## src/rtl/piradip_iq_capture_sequencer_pkg.sv

```systemverilog
// Shared types for the IQ capture sequencer: FSM state encoding and the
// two-lane enable mode latched at the start of a run.
package piradip_iq_seq_pkg;

   typedef enum logic [2:0] {
      ST_IDLE  = 3'd0,
      ST_ARM   = 3'd1,
      ST_RUN   = 3'd2,
      ST_DRAIN = 3'd3,
      ST_DONE  = 3'd4
   } seq_state_t;

   typedef struct packed {
      logic i_en;
      logic q_en;
   } lane_mode_t;

   localparam lane_mode_t LANE_OFF = '{i_en: 1'b0, q_en: 1'b0};

   // A run needs at least one lane enabled to produce any beats.
   function automatic logic lane_any(input lane_mode_t m);
      return (m != LANE_OFF);
   endfunction

endpackage

```

## src/rtl/piradip_iq_capture_sequencer_beat_counter.sv

```systemverilog
// Saturating beat counter with terminal compare. o_last flags count = N-1,
// o_hit flags the increment that brings the count to N (N = 0 never hits).
module piradip_beat_counter #(
   parameter int WIDTH = 32
)(
   input  logic             i_clk,
   input  logic             i_rst,
   input  logic             i_clear,
   input  logic             i_inc,
   input  logic [WIDTH-1:0] i_terminal,
   output logic [WIDTH-1:0] o_count,
   output logic             o_last,
   output logic             o_hit
);

   logic [WIDTH-1:0] r_count;
   logic             w_sat;

   assign w_sat   = (r_count == {WIDTH{1'b1}});
   assign o_count = r_count;
   assign o_last  = (i_terminal != '0) && (r_count == (i_terminal - WIDTH'(1)));
   assign o_hit   = o_last && i_inc;

   always_ff @(posedge i_clk or posedge i_rst) begin
      if (i_rst) begin
         r_count <= '0;
      end else if (i_clear) begin
         r_count <= '0;
      end else if (i_inc && !w_sat) begin
         r_count <= r_count + WIDTH'(1);
      end
   end

endmodule

```

## src/rtl/piradip_iq_capture_sequencer.sv

```systemverilog
// Run controller for the IQ interleaver: latches lane mode, optionally waits
// for a trigger, gates the lane enables and counts monitored output beats.
module piradip_iq_capture_sequencer
   import piradip_iq_seq_pkg::*;
#(
   parameter int COUNT_WIDTH  = 32,
   parameter int DRAIN_CYCLES = 2
)(
   input  logic                   aclk,
   input  logic                   areset,
   input  logic                   start,
   input  logic                   stop,
   input  logic                   cfg_i_en,
   input  logic                   cfg_q_en,
   input  logic [COUNT_WIDTH-1:0] cfg_beats,
   input  logic                   cfg_trig_en,
   input  logic                   trigger,
   input  logic                   mon_tvalid,
   input  logic                   mon_tready,
   output logic                   i_en,
   output logic                   q_en,
   output logic                   tlast,
   output logic                   busy,
   output logic                   done,
   output logic [COUNT_WIDTH-1:0] beats_done,
   output logic                   err_start,
   output logic                   overrun,
   output seq_state_t             o_dbg_state
);

   // Handshake semantics: a beat transfers on any cycle where mon_tvalid and
   // mon_tready are both high; this block only observes, it never stalls.

   localparam int DW             = (DRAIN_CYCLES > 1) ? $clog2(DRAIN_CYCLES) : 1;
   localparam int DRAIN_LAST_INT = (DRAIN_CYCLES > 0) ? DRAIN_CYCLES - 1 : 0;
   localparam logic [DW-1:0] DRAIN_LAST = DRAIN_LAST_INT[DW-1:0];

   seq_state_t             r_state;
   lane_mode_t             r_mode;
   logic                   r_trig_en;
   logic [COUNT_WIDTH-1:0] r_beats;
   logic                   r_i_en;
   logic                   r_q_en;
   logic                   r_busy;
   logic                   r_done;
   logic                   r_err_start;
   logic                   r_overrun;
   logic [DW-1:0]          r_drain_cnt;

   lane_mode_t             w_cfg_mode;
   logic                   w_cfg_ok;
   logic                   w_handshake;
   logic                   w_start_accept;
   logic                   w_count_beat;
   logic [COUNT_WIDTH-1:0] w_count;
   logic                   w_last;
   logic                   w_hit;

   assign w_cfg_mode     = '{i_en: cfg_i_en, q_en: cfg_q_en};
   assign w_cfg_ok       = lane_any(w_cfg_mode);
   assign w_handshake    = mon_tvalid && mon_tready;
   assign w_start_accept = start && w_cfg_ok &&
                           ((r_state == ST_IDLE) || (r_state == ST_DONE));
   assign w_count_beat   = (r_state == ST_RUN) && w_handshake;

   piradip_beat_counter #(
      .WIDTH (COUNT_WIDTH)
   ) u_beat_counter (
      .i_clk      (aclk),
      .i_rst      (areset),
      .i_clear    (w_start_accept),
      .i_inc      (w_count_beat),
      .i_terminal (r_beats),
      .o_count    (w_count),
      .o_last     (w_last),
      .o_hit      (w_hit)
   );

   always_ff @(posedge aclk or posedge areset) begin
      if (areset) begin
         r_state     <= ST_IDLE;
         r_mode      <= LANE_OFF;
         r_trig_en   <= 1'b0;
         r_beats     <= '0;
         r_i_en      <= 1'b0;
         r_q_en      <= 1'b0;
         r_busy      <= 1'b0;
         r_done      <= 1'b0;
         r_err_start <= 1'b0;
         r_overrun   <= 1'b0;
         r_drain_cnt <= '0;
      end else begin
         r_err_start <= 1'b0;
         case (r_state)
            ST_IDLE, ST_DONE: begin
               if (w_start_accept) begin
                  r_mode    <= w_cfg_mode;
                  r_trig_en <= cfg_trig_en;
                  r_beats   <= cfg_beats;
                  r_done    <= 1'b0;
                  r_overrun <= 1'b0;
                  r_busy    <= 1'b1;
                  r_state   <= ST_ARM;
               end else if (start) begin
                  r_err_start <= 1'b1;
               end
            end

            ST_ARM: begin
               if (start) begin
                  r_err_start <= 1'b1;
               end
               if (stop) begin
                  r_drain_cnt <= '0;
                  r_state     <= ST_DRAIN;
               end else if (!r_trig_en || trigger) begin
                  r_i_en  <= r_mode.i_en;
                  r_q_en  <= r_mode.q_en;
                  r_state <= ST_RUN;
               end
            end

            ST_RUN: begin
               if (start) begin
                  r_err_start <= 1'b1;
               end
               // A beat on the same cycle as stop is still counted by the counter.
               if (stop || w_hit) begin
                  r_i_en      <= 1'b0;
                  r_q_en      <= 1'b0;
                  r_drain_cnt <= '0;
                  r_state     <= ST_DRAIN;
               end
            end

            ST_DRAIN: begin
               if (start) begin
                  r_err_start <= 1'b1;
               end
               if (w_handshake) begin
                  r_overrun <= 1'b1;
               end
               if (r_drain_cnt == DRAIN_LAST) begin
                  r_busy  <= 1'b0;
                  r_done  <= 1'b1;
                  r_state <= ST_DONE;
               end else begin
                  r_drain_cnt <= r_drain_cnt + DW'(1);
               end
            end

            default: begin
               r_i_en  <= 1'b0;
               r_q_en  <= 1'b0;
               r_busy  <= 1'b0;
               r_state <= ST_IDLE;
            end
         endcase
      end
   end

   assign i_en        = r_i_en;
   assign q_en        = r_q_en;
   assign tlast       = (r_state == ST_RUN) && w_last;
   assign busy        = r_busy;
   assign done        = r_done;
   assign beats_done  = w_count;
   assign err_start   = r_err_start;
   assign overrun     = r_overrun;
   assign o_dbg_state = r_state;

endmodule

```

## config.mk

```make
export PLATFORM = sky130hd
export DESIGN_NAME = piradip_iq_capture_sequencer
export DESIGN_NICKNAME = d
export VERILOG_FILES = /design/src/rtl/piradip_iq_capture_sequencer_pkg.sv /design/src/rtl/piradip_iq_capture_sequencer_beat_counter.sv /design/src/rtl/piradip_iq_capture_sequencer.sv
export SDC_FILE = /design/constraint.sdc
export NUM_CORES = 1
export LEC_CHECK = 0
export CORE_MARGIN = 5
export CORE_UTILIZATION = 37
export DETAILED_ROUTE_END_ITERATION = 10
export GPL_TIMING_DRIVEN = 0
export PLACE_DENSITY_LB_ADDON = 0.25
export SLEW_MARGIN = 10
export SYNTH_ARGS = -nofsm -noshare
export SYNTH_HDL_FRONTEND = slang
export SYNTH_SLANG_ARGS = --single-unit
```

## constraint.sdc

```tcl
create_clock -name aclk -period 5.4 [get_ports aclk]
set_input_delay 1.62 -clock aclk [delete_from_list [all_inputs] [get_ports aclk]]
set_output_delay 1.62 -clock aclk [all_outputs]
set_load 0.03 [all_outputs]
```

==> results.json, run 1 <==
{
  "status": "complete, no violations",
  "clock_latency_ns": 0.35,
  "synth-edff-count": 0,
  "finClkSkew_ns": 0.00920,
  "power.internal_mw": 1.71,
  "core_area_um2": 13100,
  "gr-usage-met2": 0.315,
  "seqPwrFrac": 0.340,
  "synthArstFlopShare": 1.00,
  "use_met1": 0.251,
  "fp.dieW_um": 125,
  "max_freq_mhz": 191,
  "path_max_fanout": 8,
  "yosys.area_share.simple": 0.268,
  "max_cap_viol_count": 0,
  "synth_area_leader_cell": "dfrtp_1",
  "cp.arrival_ns": 3.60,
  "worst_slew_pin_slew_ns": 0.947,
  "layout-drive-gt1-share": 0.123,
  "synth_compound_area_frac": 0.0881,
  "muxShareOfSynthArea": 0.0840,
  "use_met3": 0.0465,
  "syn_area_um2": 4900,
  "avgSynthCellArea_um2": 9.19,
  "power.switching_mw": 1.19,
  "worstSetupPathType": "reg2out",
  "p_leak_nw": 2.44,
  "synthCells": 533,
  "h-tree-depth": 3,
  "gr-total-overflow": 0,
  "die_area_um2": 15600,
  "hold_viol": 0,
  "busiest_layer": "met2",
  "cts.sinks": 77,
  "combPwrFrac": 0.449,
  "portBuffers": 83,
  "first_pass_iters": 5,
  "synth-seq-area-share": 0.393,
  "holdCritStartpoint": "r_trig_en",
  "fin_nets": 677,
  "clockRootBuffer": "clkbuf_16",
  "place_congestion": 0.888,
  "placed_area_um2": 5990,
  "synthDistinctLibCells": 55,
  "antenna_left": 0,
  "rr_startpoint": "r_beats[0]",
  "rsz0062_at_grt": "no",
  "p_per_area_nw_per_um2": 454,
  "vias": 4392,
  "fin_area_um2": 6400,
  "required_ns": 3.78,
  "synthTopCellsByCount": "77 x dfrtp_1, 62 x nor2_1, 44 x nand2_1",
  "wl_um": 14800,
  "place_ws_ns": -0.205,
  "peakVddDrop_uv": 351,
  "cts.clk_slew.worst_paths_ns": 0.06,
  "timing.final.ws_setup_ns": 0.176,
  "syn_nets": 578,
  "rows": 42,
  "clock_path_buffers": 2,
  "pin_count": 84,
  "drc": 0,
  "end_kind": "output port",
  "die_h_um": 125,
  "via_per_inst": 5.41,
  "yosysMostFrequentCell": "dfrtp_1",
  "relSlewSlack": 0.364,
  "hold_class": "reg2reg",
  "cts_buffers": 9,
  "synthAdderAreaFrac": 0.00766,
  "antenna_found_initial": 0,
  "setup_violations": 0,
  "finalCriticalPeriod_ns": 5.22,
  "slew_violations": 0,
  "synth-seq-cells": 77,
  "routedWlPerCell_um": 18.2,
  "drt_iter0_drc": 344,
  "ys.flop_type": "dfrtp_1",
  "synth_xor_area_frac": 0.131,
  "switching_share": 0.410,
  "synth_top_family_by_area": "simple AND/OR/NAND/NOR gates",
  "finalCritPeriodShare": 0.967,
  "grt_pass1_wl_um": 24200,
  "synth_area_leaders": "dfrtp_1 39%, mux2_2 7.6%, xnor2_1 6.6%, xor2_1 6.4%, nor2_1 4.8%",
  "start_util": 0.373,
  "place_hpwl_um": 11200,
  "yosysWarnings": 0,
  "cp-startpoint": "r_beats[0]",
  "grt_usage": 0.192,
  "grt_max_degree": 49,
  "diodes": 0,
  "synthToLayoutAreaGrowth_pct": 30.6,
  "clkPwrFrac": 0.210,
  "critPathLaunchType": "register",
  "synth_top_area_share": 0.393,
  "grt_pass1_vias": 4562,
  "cts_tree": "yes"
}
path summary, 6_finish.rpt:
path | endpoint | slack, ns | cells after the start
worst max-delay path | tlast | 0.18 | 10
worst min register to register | r_trig_en | 0.50 | 1
worst max register to register | r_drain_cnt | 2.01 | 10
max in group asynchronous | r_beats[19] | 3.21 | 3
min in group asynchronous | u_beat_counter.o_count[0] | 1.62 | 2
worst min-delay path | r_trig_en | 0.50 | 1
per-layer routing:
| layer | vias to the layer above | routed length, µm |
|---|---|---|
| met5 | - | 0 |
| met4 | 0 | 295 |
| met3 | 22 | 759 |
| met2 | 117 | 7070 |
| met1 | 2135 | 6670 |
| li1 | 2118 | - |
placed cells by master, fill, tap and decap left out, types with 3 or more instances in the layout:
| cell | n |
|---|---|
| and3_1 | 7 |
| clkbuf_1 | 19 |
| xor2_1 | 36 |
| nor4b_1 | 8 |
| a21oi_1 | 13 |
| nor2_1 | 62 |
| nand4_1 | 17 |
| o21ai_0 | 17 |
| nor4_4 | 3 |
| nand2_1 | 43 |
| nand3_1 | 19 |
| a22oi_1 | 6 |
| o31ai_1 | 5 |
| mux2i_1 | 4 |
| or3_1 | 5 |
| nor3_1 | 13 |
| xnor2_1 | 37 |
| clkdlybuf4s50_1 | 82 |
| o31a_1 | 4 |
| buf_4 | 4 |
| and2_1 | 5 |
| nor4_2 | 3 |
| mux2_2 | 33 |
| buf_2 | 3 |
| nor3_2 | 3 |
| nand2b_1 | 7 |
| nor4_1 | 10 |
| clkbuf_16 | 9 |
| nand4b_1 | 4 |
| o211ai_1 | 4 |
| nor2b_1 | 5 |
| or4_1 | 9 |
| and4_1 | 4 |
| inv_1 | 11 |
| dfrtp_1 | 77 |
through the flow:
stage | instances | hold WS, ns | total power, mW | setup TNS [ns] | utilization
floorplan | 533 | 0.473 | 1.83 | 0 | -
global placement | 792 | 0.489 | 2.19 | -0.172 | 0.453
detailed placement | 794 | 0.492 | 2.22 | -0.205 | 0.456
CTS | 809 | 0.506 | 2.88 | 0 | 0.482
global route | 812 | 0.528 | 3.11 | 0 | 0.487
finish | 812 | 0.499 | 2.90 | 0 | 0.487
area by class of cell:
class                           count  area (µm²)
Timing Repair Buffer               88         890
Sequential cell                    77        1930
Clock inverter                      4        47.5
Inverter                           12        47.5
Fill cell                        1249        6740
Clock buffer                       11         253
Buffer                             23        90.1
Multi-Input combinational cell    421        2920
Tap cell                          176         220
power by group through the flow:
stage / Clock (mW) / Combinational (mW) / Sequential, mW
floorplan: 0 / 0.850 / 0.979
global placement: 0 / 1.22 / 0.973
detailed placement: 0 / 1.25 / 0.975
CTS: 0.635 / 1.27 / 0.976
global route: 0.655 / 1.44 / 1.02
finish: 0.611 / 1.30 / 0.989
registers in the layout, summed over array words and instances, names as in the netlist:
register	count
overrun	1
i_en	1
r_beats	32
u_beat_counter.o_count	32
r_trig_en	1
busy	1
done	1
r_mode	2
err_start	1
q_en	1
o_dbg_state	3
r_drain_cnt	1
logic make-up after synthesis:
family	Yosys count
compound gates	66
buf+inv	36
simple gates	241
fa+ha+maj	3
flops	77
xor+xnor	73
mux	37
repair_timing:
action,in CTS,in global routing
endpoints found under the setup margin,1,1
buffers inserted,1,2
gates resized for setup,10,6
pin swaps,1,0
cloned,0,1
hold buffers,0,0
critical path, stage by stage (launching register included):
cell and delay (ns):
dfrtp_1 0.46, inv_1 0.13, ha_2 0.23, or3b_4 0.47, or3_1 0.35, o31a_1 0.30
nor4_2 0.25, or3b_1 0.40, nor3_2 0.21, and2_1 0.16, clkdlybuf4s15_2 0.31
(Power assumes the default switching activity.)
==> inputs of run 2 (changes only) <==
- MAX_ROUTING_LAYER: unset -> met4
==> run 2 against run 1 <==
Die area stayed put. Sequential power is 0.9% lower. Clock skew hardly changed. Core utilization hardly changed. Total power is 0.63% higher. Register-to-register slack hardly changed. Count of clock-buffer cells in the layout is 3 higher. Global-route usage is 0.30 points higher. First-iteration DRC count is 20% lower. Clock power is 8.5% higher. Via count is 0.27% lower. Maximum frequency is 0.78% higher.
==> results.json, run 2 (synthesis gave the netlist of run 1 again) <==
{
  "status": "complete, no violations",
  "p_per_area_nw_per_um2": 457,
  "fin_nets": 675,
  "portBuffers": 83,
  "crit_family": "simple AND/OR/NAND/NOR gates",
  "rr_startpoint": "r_beats[0]",
  "clock_latency_ns": 0.35,
  "layout_commonest_cell": "clkdlybuf4s50_1",
  "h-tree-depth": 3,
  "cts_hold_buf": 0,
  "rows": 42,
  "total_power_mw": 2.92,
  "fillers": 1255,
  "worstSetupPathType": "reg2out",
  "timing.final.ws_setup_ns": 0.217,
  "cp_cell_sequence": "clkbuf_1, or4_1, nor3_2, nand4_1, nand4b_1, a221oi_2, nand4bb_1, nor3_2, and2_1, clkdlybuf4s18_2",
  "drc": 0,
  "grt_usage": 0.195,
  "worst_slew_pin_slew_ns": 0.951,
  "place_congestion": 0.881,
  "cp-startpoint": "r_beats[8]",
  "grt_max_degree": 49,
  "first_pass_iters": 5,
  "cp.arrival_ns": 3.56,
  "routedWlPerCell_um": 18.2,
  "finClkSkew_ns": 0.00901,
  "end_kind": "output port",
  "hold_class": "reg2reg",
  "diodes": 0,
  "critPathLaunchType": "register",
  "cp_num_cells": 10,
  "clockRootBuffer": "clkbuf_16",
  "relSlewSlack": 0.361,
  "cts_buffers": 9,
  "finalCriticalPeriod_ns": 5.18,
  "most-common-layout-cells": "82 x clkdlybuf4s50_1, 76 x dfrtp_1, 62 x nor2_1",
  "slowest_delay_ns": 0.59,
  "cts_tree": "yes",
  "layout-drive-gt1-share": 0.121,
  "wl_um": 14800,
  "crit_top_cell": "nor3_2",
  "die_area_um2": 15600,
  "pin_count": 84,
  "clock_path_buffers": 2,
  "fp.dieW_um": 125,
  "r2r_cells": 10,
  "cts.sinks": 77,
  "busiest_layer": "met2",
  "vias": 4380,
  "core_area_um2": 13100,
  "slew_violations": 0,
  "max_freq_mhz": 193,
  "synthToLayoutAreaGrowth_pct": 30.4,
  "use_met1": 0.249,
  "max_cap_viol_count": 0,
  "drt_iter0_drc": 276,
  "path_buf_inv": 2,
  "required_ns": 3.78,
  "grt_pass1_wl_um": 23700,
  "critPathSlowestCell": "or4_1",
  "whs_path_depth": 1,
  "antenna_left": 0,
  "gr-total-overflow": 0,
  "place_ws_ns": -0.216,
  "gr-usage-met2": 0.312,
  "setup_violations": 0,
  "via_per_inst": 5.40,
  "rsz0062_at_grt": "no",
  "grt_pass1_vias": 4445,
  "path_max_fanout": 8,
  "finalCritPeriodShare": 0.960,
  "place_hpwl_um": 11300,
  "holdCritStartpoint": "r_trig_en",
  "die_h_um": 125,
  "hold_viol": 0,
  "cts.clk_slew.worst_paths_ns": 0.06,
  "antenna_found_initial": 0,
  "p_leak_nw": 2.44,
  "peakVddDrop_uv": 265,
  "use_met3": 0.0448,
  "start_util": 0.373,
  "r2r_slack_ns": 2.00
}
run 2: where the power goes:
| part | switching, mW | internal [mW] | total [mW] | leakage (nW) |
|---|---|---|---|---|
| logic | 0.705 | 0.575 | 1.28 | 1.29 |
| registers | 0.229 | 0.751 | 0.980 | 0.986 |
| clock network | 0.242 | 0.421 | 0.663 | 0.161 |
| total | 1.18 | 1.75 | 2.92 | 2.44 |
run 2: worst paths after layout:
path                                              endpoint
max in group asynchronous       u_beat_counter.o_count[20]
worst min register to register                   r_trig_en
worst max register to register                 r_drain_cnt
worst max-delay path                                 tlast
worst min-delay path                             r_trig_en
min in group asynchronous        u_beat_counter.o_count[2]
run 2: metrics by stage:
step	util	TNS [ns]	instance area [µm²]	hold slack [ns]	instances
after floorplan	-	0	4900	0.473	533
after global placement	0.453	-0.226	5950	0.489	792
after detailed placement	0.456	-0.216	5980	0.500	793
after CTS	0.483	0	6350	0.514	809
after global routing	0.486	0	6390	0.527	811
final	0.486	0	6390	0.506	811
run 2: what timing repair did:
item                                    CTS  global route
gates resized for setup                   9             6
endpoints found under the setup margin    1             1
setup buffers                             1             2
pin swaps                                 1             0
endpoints found under the hold margin     0             0
run 2: area by class of cell:
cell class,count,area [µm²],share of cell area
inverter,12,47.5,0.00744
buffer,23,90.1,0.0141
timing repair buffer,87,881,0.138
multi-input combinational,420,2890,0.453
clock buffer,14,294,0.0460
tap,176,220,0.0345
clock inverter,2,37.5,0.00587
sequential,77,1930,0.302
run 2: routing by layer:
| layer | part of all wire | wire length [µm] |
|---|---|---|
| met2 | 0.48 | 7130 |
| met1 | 0.46 | 6770 |
| met5 | 0 | 0 |
| met3 | 0.044 | 646 |
| met4 | 0.016 | 230 |
